## config.mk

```make
export PLATFORM = sky130hd
export DESIGN_NAME = ws2811_rx_decoder
export DESIGN_NICKNAME = d
export VERILOG_FILES = /design/src/rtl/ws2811_pkg.sv /design/src/rtl/ws2811_sync.sv /design/src/rtl/ws2811_rx_decoder.sv
export SDC_FILE = /design/constraint.sdc
export NUM_CORES = 1
export LEC_CHECK = 0
export BUFFER_PORTS_ARGS = -buffer_cell sky130_fd_sc_hd__buf_2
export CAP_MARGIN = 10
export CORE_ASPECT_RATIO = 0.75
export CORE_UTILIZATION = 24
export CTS_CLUSTER_SIZE = 28
export DETAILED_ROUTE_END_ITERATION = 16
export GPL_TIMING_DRIVEN = 0
export SLEW_MARGIN = 15
export SYNTH_ARGS = -nofsm -noshare
export SYNTH_HDL_FRONTEND = slang
export SYNTH_HIERARCHICAL = 1
export SYNTH_SLANG_ARGS = --single-unit
```

## constraint.sdc

```tcl
create_clock -name clk -period 2.7 [get_ports clk]
set_input_delay 0.135 -clock clk [delete_from_list [all_inputs] [get_ports clk]]
set_output_delay 0.135 -clock clk [all_outputs]
set_load 0.02 [all_outputs]
```

## src/rtl/ws2811_pkg.sv

```systemverilog
// Shared WS2811 protocol definitions: receiver state encoding, default line
// timing at 50 MHz (common with the PWM encoder) and pixel geometry.
package ws2811_pkg;

  typedef enum logic [1:0] {
    RESYNC = 2'd0,
    IDLE   = 2'd1,
    HIGH   = 2'd2,
    LOW    = 2'd3
  } rx_state_t;

  localparam int CLK_HZ     = 50_000_000;
  localparam int T0H        = 17;
  localparam int T0L        = 40;
  localparam int T1H        = 35;
  localparam int T1L        = 28;
  localparam int TRESET     = 2500;
  localparam int PIXEL_BITS = 24;

  // Nominal high time, in clk cycles, of an encoded bit.
  function automatic int high_cycles(input logic b);
    return b ? T1H : T0H;
  endfunction

  // Nominal low time, in clk cycles, following an encoded bit.
  function automatic int low_cycles(input logic b);
    return b ? T1L : T0L;
  endfunction

endpackage

```

## src/rtl/ws2811_sync.sv

```systemverilog
// Two-flop synchronizer for the asynchronous WS2811 line, plus registered
// single-cycle rise/fall pulses aligned with the first cycle of the new level
// on s_din.
module ws2811_sync (
  input  logic clk,
  input  logic rst,
  input  logic din,
  output logic s_din,
  output logic rise,
  output logic fall
);

  logic meta;

  // Synchronize din and flag level changes of the synchronized line.
  always_ff @(posedge clk or posedge rst) begin
    if (rst) begin
      meta  <= 1'b0;
      s_din <= 1'b0;
      rise  <= 1'b0;
      fall  <= 1'b0;
    end else begin
      meta  <= din;
      s_din <= meta;
      rise  <= meta & ~s_din;
      fall  <= ~meta & s_din;
    end
  end

endmodule

```

## src/rtl/ws2811_rx_decoder.sv

```systemverilog
// WS2811 NRZ receiver: measures each high pulse, decodes 24-bit pixels MSB
// first, detects the frame-end reset gap and, in forwarding mode, captures
// only the first pixel and regenerates the rest of the frame on dout.
//
// state  | meaning
// RESYNC | waiting for a full reset gap before trusting the line
// IDLE   | line low between frames, waiting for the first bit
// HIGH   | measuring a high pulse
// LOW    | measuring the low time after a bit
module ws2811_rx_decoder
  import ws2811_pkg::*;
#(
  parameter int T_THRESH   = 25,
  parameter int T_MIN_HIGH = 5,
  parameter int T_MAX_HIGH = 60,
  parameter int T_RESET    = TRESET,
  parameter int FORWARD    = 0,
  parameter int PIX_W      = 10
) (
  input  logic                  clk,
  input  logic                  rst,
  input  logic                  din,
  output logic [PIXEL_BITS-1:0] pixel_data,
  output logic                  pixel_valid,
  output logic [PIX_W-1:0]      pixel_index,
  output logic                  frame_end,
  output logic                  err,
  output logic                  dout
);

  localparam int HW = $clog2(T_MAX_HIGH + 2);
  localparam int LW = $clog2(T_RESET + 1);
  localparam int BW = $clog2(PIXEL_BITS + 1);

  localparam logic [HW-1:0] HC_ONE    = HW'(1);
  localparam logic [HW-1:0] HC_MIN    = HW'(T_MIN_HIGH);
  localparam logic [HW-1:0] HC_THRESH = HW'(T_THRESH);
  localparam logic [HW-1:0] HC_MAX    = HW'(T_MAX_HIGH);
  localparam logic [HW-1:0] HC_SAT    = HW'(T_MAX_HIGH + 1);
  localparam logic [LW-1:0] LC_ONE    = LW'(1);
  localparam logic [LW-1:0] LC_RESET  = LW'(T_RESET);
  localparam logic [BW-1:0] BC_ONE    = BW'(1);
  localparam logic [BW-1:0] BC_LAST   = BW'(PIXEL_BITS - 1);
  localparam logic [PIX_W-1:0] IDX_ONE = PIX_W'(1);

  rx_state_t             state;
  logic                  s_din;
  logic                  rise;
  logic                  fall;
  logic [HW-1:0]         hcnt;
  logic [HW-1:0]         hcnt_inc;
  logic [LW-1:0]         lcnt;
  logic [LW-1:0]         lcnt_inc;
  logic [BW-1:0]         bitcnt;
  logic [PIXEL_BITS-1:0] shreg;
  logic [PIXEL_BITS-1:0] word_next;
  logic                  bit_val;
  logic [PIX_W-1:0]      idx_cnt;
  logic [PIX_W-1:0]      idx_inc;
  logic                  fwd;

  ws2811_sync u_sync (
    .clk   (clk),
    .rst   (rst),
    .din   (din),
    .s_din (s_din),
    .rise  (rise),
    .fall  (fall)
  );

  // Saturating counter increments and the word as it looks with the bit
  // currently being measured shifted in.
  always_comb begin
    hcnt_inc  = (hcnt == HC_SAT) ? hcnt : hcnt + HC_ONE;
    lcnt_inc  = (lcnt == LC_RESET) ? lcnt : lcnt + LC_ONE;
    idx_inc   = (idx_cnt == '1) ? idx_cnt : idx_cnt + IDX_ONE;
    bit_val   = (hcnt >= HC_THRESH);
    word_next = {shreg[PIXEL_BITS-2:0], bit_val};
  end

  // Receive state machine with registered strobes and pixel outputs.
  always_ff @(posedge clk or posedge rst) begin
    if (rst) begin
      state       <= RESYNC;
      hcnt        <= '0;
      lcnt        <= '0;
      bitcnt      <= '0;
      shreg       <= '0;
      idx_cnt     <= '0;
      fwd         <= 1'b0;
      pixel_data  <= '0;
      pixel_valid <= 1'b0;
      pixel_index <= '0;
      frame_end   <= 1'b0;
      err         <= 1'b0;
    end else begin
      pixel_valid <= 1'b0;
      frame_end   <= 1'b0;
      err         <= 1'b0;

      unique case (state)
        RESYNC: begin
          if (s_din) begin
            lcnt <= '0;
          end else begin
            lcnt <= lcnt_inc;
            if (lcnt_inc == LC_RESET) begin
              state <= IDLE;
            end
          end
        end

        IDLE: begin
          lcnt <= '0;
          if (rise) begin
            state       <= HIGH;
            hcnt        <= HC_ONE;
            bitcnt      <= '0;
            idx_cnt     <= '0;
            pixel_index <= '0;
            fwd         <= 1'b0;
          end
        end

        HIGH: begin
          if (fall) begin
            hcnt <= '0;
            lcnt <= LC_ONE;
            if (fwd) begin
              state <= LOW;
            end else if (hcnt < HC_MIN) begin
              err   <= 1'b1;
              state <= RESYNC;
              lcnt  <= '0;
            end else begin
              state <= LOW;
              shreg <= word_next;
              if (bitcnt == BC_LAST) begin
                bitcnt      <= '0;
                pixel_data  <= word_next;
                pixel_valid <= 1'b1;
                pixel_index <= idx_cnt;
                idx_cnt     <= idx_inc;
                fwd         <= (FORWARD != 0);
              end else begin
                bitcnt <= bitcnt + BC_ONE;
              end
            end
          end else if (!fwd && hcnt >= HC_MAX) begin
            // This cycle is high sample T_MAX_HIGH+1: the pulse is too long.
            err   <= 1'b1;
            state <= RESYNC;
            hcnt  <= '0;
            lcnt  <= '0;
          end else begin
            hcnt <= hcnt_inc;
          end
        end

        LOW: begin
          if (rise) begin
            state <= HIGH;
            hcnt  <= HC_ONE;
          end else begin
            lcnt <= lcnt_inc;
            if (lcnt_inc == LC_RESET) begin
              frame_end <= 1'b1;
              fwd       <= 1'b0;
              if (bitcnt != '0) begin
                // Partial pixel is dropped. The gap just seen already counts
                // as the resync gap, so RESYNC exits on the next low cycle.
                err    <= 1'b1;
                bitcnt <= '0;
                state  <= RESYNC;
              end else begin
                state <= IDLE;
              end
            end
          end
        end

        default: begin
          state <= RESYNC;
        end
      endcase
    end
  end

  // Regenerated line: one register behind s_din while forwarding.
  always_ff @(posedge clk or posedge rst) begin
    if (rst) begin
      dout <= 1'b0;
    end else begin
      dout <= (FORWARD != 0) && fwd && s_din;
    end
  end

endmodule
```

**After elaboration in Yosys (flattened, before gate mapping)**

Cells that the tools add are included.

- Bits in registers: 100
- Bits of input ports: 3
- Word-level logic and storage cells: 136

- Add/sub/neg operators: 4
- $lt $le $gt $ge: 3
- Equal/unequal tests: 23
- Mux-type cells: 67
- Bitwise logic cells: 6
- Reductions and logical operators: 17

Operator list:

| cell | number |
|---|---|
| two-way mux 10 bit | 10 |
| two-way mux 12 bit | 5 |
| one-hot mux 12 bit (4 select lines) | 1 |
| two-way mux 5 bit | 8 |
| one-hot mux 10 bit (2 select lines) | 2 |
| equality test 12 bit, second input constant | 2 |
| two-way mux 6 bit | 4 |
| two-way mux 1 bit | 23 |
| two-way mux 2 bit | 9 |
| != test 2 bit, second input constant | 9 |
| one-hot mux 5 bit (3 select lines) | 1 |
| AND reduction 5 bit | 3 |
| adder 12 x 1 -> 12 bit, second input constant | 1 |
| one-hot mux 6 bit (2 select lines) | 1 |
| adder 10 x 1 -> 10 bit, second input constant | 1 |
| equality test 10 bit, second input constant | 1 |
| one-hot mux 2 bit (4 select lines) | 1 |
| AND reduction 8 bit | 1 |
| AND reduction 7 bit | 1 |
| adder 6 x 1 -> 6 bit, second input constant | 1 |
| equality test 6 bit, second input constant | 1 |
| >= comparator 6 x 5 -> 1 bit, second input constant | 1 |
| >= comparator 6 bit, second input constant | 1 |
| less-than comparator 6 x 3 -> 1 bit, second input constant | 1 |
| 22 further kinds | 31 |

**Longest topological paths before layout**

- Word-level depth: 7
- Mapped depth: 9

**Hierarchy**

The synthesis kept the hierarchy.

By module, submodules not included:

| module | instances | cells each | area an instance (µm²) |
|---|---|---|---|
| ws2811_rx_decoder | 1 | 474 | 4658.2 |
| ws2811_sync | 1 | 7 | 118.9 |

**Worst setup path after synthesis**

Ideal clock, no wire load.

- Path kind: flip-flop to flip-flop
- Start: register lcnt[0]
- End: register state[0]
- Library setup time: 0.078 ns
- Arrival time: 1.933 ns
- Required time: 2.622 ns
- Path slack: 0.689 ns
- Cell stages (with the launch flop): 8
- Buffers on the path: 0
- Cells stage by stage: dfrtp_1 -> inv_1 -> ha_1 -> nor4b_2 -> and3_1 -> a32oi_1 -> or4_1 -> a21oi_1

- Longest elaborated chain between the ends: 5

RTL lines:

| element | line | source |
|---|---|---|
| start, declared | ws2811_rx_decoder.sv:52 | `logic [LW-1:0] lcnt;` |
| start signal, assigned | ws2811_rx_decoder.sv:106 | `lcnt <= lcnt_inc;` |
| start signal, assigned | ws2811_rx_decoder.sv:165 | `lcnt <= lcnt_inc;` |
| adder 12 x 1 -> 12 bit or equality test 12 bit (tied branches) | ws2811_rx_decoder.sv:75 | `lcnt_inc = (lcnt == LC_RESET) ? lcnt : lcnt + LC_ONE;` |
| two-way mux 12 bit (*) | ws2811_rx_decoder.sv:75 |  |
| equality test 12 bit (*) | ws2811_rx_decoder.sv:107, ws2811_rx_decoder.sv:166 |  |
| != test 3 x 2 -> 1 bit (no line) or != test 2 bit (tied branches) | n/a |  |
| AND reduction 5 bit (no line) (*) | n/a |  |
| end signal, assigned | ws2811_rx_decoder.sv:84 | `state <= RESYNC;` |
| end signal, assigned | ws2811_rx_decoder.sv:108 | `state <= IDLE;` |
| end signal, assigned | ws2811_rx_decoder.sv:174 | `state <= RESYNC;` |
| end, declared | ws2811_rx_decoder.sv:46 | `rx_state_t state;` |

Every way passes the cells marked *; elsewhere a longest branch is shown, timed or not.
A chain may end at the register's enable or synchronous reset.

**Worst setup path in the final report**

Same ends and word-level chain as after synthesis.

==> run metrics <==
fin. max-slew vios=0; final worst setup slack=0.3210 ns; initial DRC count=279; top-count cell post-synth=nand2_1; placed cell count=774; ys flop type=dfrtp_1; worst path buffer plus inverter count=1; total number of vias=3617; fraction of registers with async set/reset=100.0%; main combinational cell family by area after synthesis=simple AND/OR/NAND/NOR gates; Synth Area in Simple Gates=20.67%; CTS tree=yes; first-pass GRT wire length=17600 um; crit-path cells=inv_1 -> ha_1 -> nor4b_2 -> and3_1 -> a32oi_1 -> or4_1 -> a21oi_1; TritonRoute pass-1 iters=4; synthesized area per cell=9.932 sq um; Worst Setup Start Kind=flop; Hold WC Path Type=in -> async; largest net degree at the start of global routing=76; Crit path depth=7; complex-gate fraction of the synthesized area=13.86%; total track usage=10.80%; Critical Path Sink=state[0]; Pwr Density=533.3 nW/um^2; critical setup path kind=reg -> reg; Top delay family on crit path=simple AND/OR/NAND/NOR gates; setup slack, reg-to-reg=0.32 ns; Static Leak=0.002686 uW; status=completed; Layout area overhead=19.20%; # nets final=545; Detailed Route WL=10200 um; IO buf count=39; I/O Pins=41; post-DP HPWL=7073 um; CP peak stage delay=0.51 ns; Post-Synth XOR/XNOR Area=0.7334%; Final min period=2.379 ns; TritonCTS buffer count=9; fillcell total=2011; clk sinks=99; Synth Area in Adders=2.095%; Post-synth top cells=nand2_1, dfrtp_1, o21ai_0; RD Place Congestion=0.7880; ant diodes=0; clk_skew=0.008092 ns; RR Startpoint=lcnt[0]; drt drc=0; Gate Count Post-Synth=481; r2r endpoint=state[0]; unrepaired setup endpoints after global routing=no; Seq/Total Area, Yosys=51.86%; Clock transition at path regs=0.07 ns; post-route insts no fill=792; DR WL/cell=12.88 um; unique cell type count in the Yosys netlist=69; synth warn=6; Setup WS pre-CTS=0.1964 ns; Worst slew margin=45.38%; Syn Nets=492; mux cell area share after synthesis=6.155%; core area=19430 sq um; Post-synth EDFFs=0; clk_lat worst skew=0.34 ns; Hold Vio Cnt, Final=0; largest cells by area after synthesis=dfrtp_1, nand2_1, mux2_2; maximum clock path buffer count=2; Finish-stage setup viols=0; Synth top area share=51.86%; cell area after synthesis=4777 sq um; VDD IR max=0.3945 mV; Final ANT Viol Nets=0; Critical Path AT=2.65 ns; Crit path required time=2.97 ns; Setup crit end kind=flop; die height=124.2 um; GRT overflow=0; largest area contributor in the netlist=dfrtp_1; crit share post-route=88.11%; Slew @ Worst Pin=0.8137 ns; slowest CP cell=or4_1; Starting Density=24.58%; crit-path max FO=7; highest clock rate=0.4203 GHz; via density per instance=4.567; Rows=44; Root Driver=clkbuf_16; Yosys reg bits=99; vias in the first global route=3401; H-tree Lvls=3; CP Launch Point=lcnt[0]; antenna violations before repair=0; worst reg-to-reg path cell count=7; setup_tns=0 ns; # Max-Cap Violations=0; die width=164.9 um; DIE AREA=20480 sq um; share of cells above drive strength 1=22.08%
-- kinds of logic (layout without fill, tap and decap cells) --
group / after synthesis / count (layout)
other: 1 / 1
muxes: 26 / 26
and+or+nand+nor: 200 / 200
adders and majority gates: 8 / 8
xor gates and xnor gates: 4 / 4
AOI/OAI and AO/OA: 98 / 98
DFF: 99 / 99
buffers and inverters: 45 / 103
-- registers in the layout (all words and copies together), names as in the netlist --
signal	cells
state	2
u_sync/meta	1
err	1
pixel_valid	1
u_sync/rise	1
shreg	23
bitcnt	5
frame_end	1
idx_cnt	10
hcnt	6
pixel_data	24
u_sync/s_din	1
pixel_index	10
lcnt	12
u_sync/fall	1
-- what timing repair did --
| action | 4_1_cts | 5_1_grt |
|---|---|---|
| gates resized for setup | 0 | 1 |
| hold buffers | 2 | 0 |
| buffers inserted | 0 | 0 |
| hold endpoints to repair | 25 | 0 |
| setup endpoints to repair | 0 | 2 |
-- worst min path at each step --
stage          slack [ns]      endpoint  start  cells past startpoint
2_1_floorplan        -0.1   u_sync/fall    rst                      1
3_3_place_gp         0.03   u_sync/meta    rst                      2
3_5_place_dp         0.07   u_sync/meta    rst                      2
4_1_cts              0.27   u_sync/meta    rst                      3
5_1_grt              0.30  u_sync/s_din    rst                      3
6_report             0.28   u_sync/meta    rst                      3
-- cell type report --
class                   count  area (sq um)  share of cell area [%]
multi-input cells         337          2091                   36.72
inverters                  18         75.07                   1.318
flip-flops and latches     99          2477                   43.51
clock buffers              10         239.0                   4.197
well taps                 253         316.6                   5.559
clock inverters             6         105.1                   1.846
repair buffers             42         242.7                   4.263
plain buffers              27         147.6                   2.593
-- power breakdown --
part / leakage, uW / switching, uW / internal [uW]
registers: 0.00137 / 9.97 / 1490
clock network: 0.000168 / 596 / 859
logic: 0.00114 / 59.0 / 24.1
total: 0.00269 / 665 / 2370
-- cell usage in the layout (no fill, tap or decap), types with 3 or more instances in the layout --
cell type  netlist  final
nor2_1          24     24
buf_2           12     51
and3_1           3      3
ha_1             8      8
nor4_1           6      6
dfrtp_1         99     99
or2_2            3      3
xnor2_1          3      3
buf_6            3      3
o41ai_1          3      3
a31oi_1         13     13
inv_1           17     16
o311ai_0         4      4
and2_1           3      3
o21ai_0         35     35
nand3_1         11     11
o31ai_1         13     13
inv_6            0      3
clkbuf_16        0      9
clkbuf_1         9      9
nor3_1           4      4
mux2_2          23     23
a21oi_1          9      9
nand2_1        107    107
nand2b_1         3      3
nand4_1          5      5
-- worst register-to-register path, delay by kind of cell (launching register included) --
family                   cells  cell delay [ns]
adder cells (fa/ha/maj)      1             0.35
AND/OR/NAND/NOR              3             1.07
buffers and inverters        1             0.14
flip-flops                   1             0.46
AO/OA/AOI/OAI                2             0.28
-- routing by layer --
| metal | track usage, % | share of wire, % | vias to the layer above |
|---|---|---|---|
| met5 | 0 | 0 | - |
| met4 | 2.351 | 0.95 | 0 |
| met3 | 2.864 | 5.7 | 7 |
| met2 | 15.15 | 40 | 93 |
| met1 | 16.24 | 54 | 1713 |
| li1 | - | - | 1804 |
-- per-stage QoR --
step / total power, uW / hold slack (ns) / util [%] / instance area [sq um]
global placement: 1603 / 0.03208 / 27.21 / 5289
floorplan: 1580 / -0.09892 / - / 4777
CTS: 3084 / 0.2750 / 29.26 / 5685
finish: 3037 / 0.2791 / 29.30 / 5694
global route: 3158 / 0.3005 / 29.30 / 5694
detailed placement: 1609 / 0.06951 / 27.38 / 5321
(Power assumes the default switching activity.)
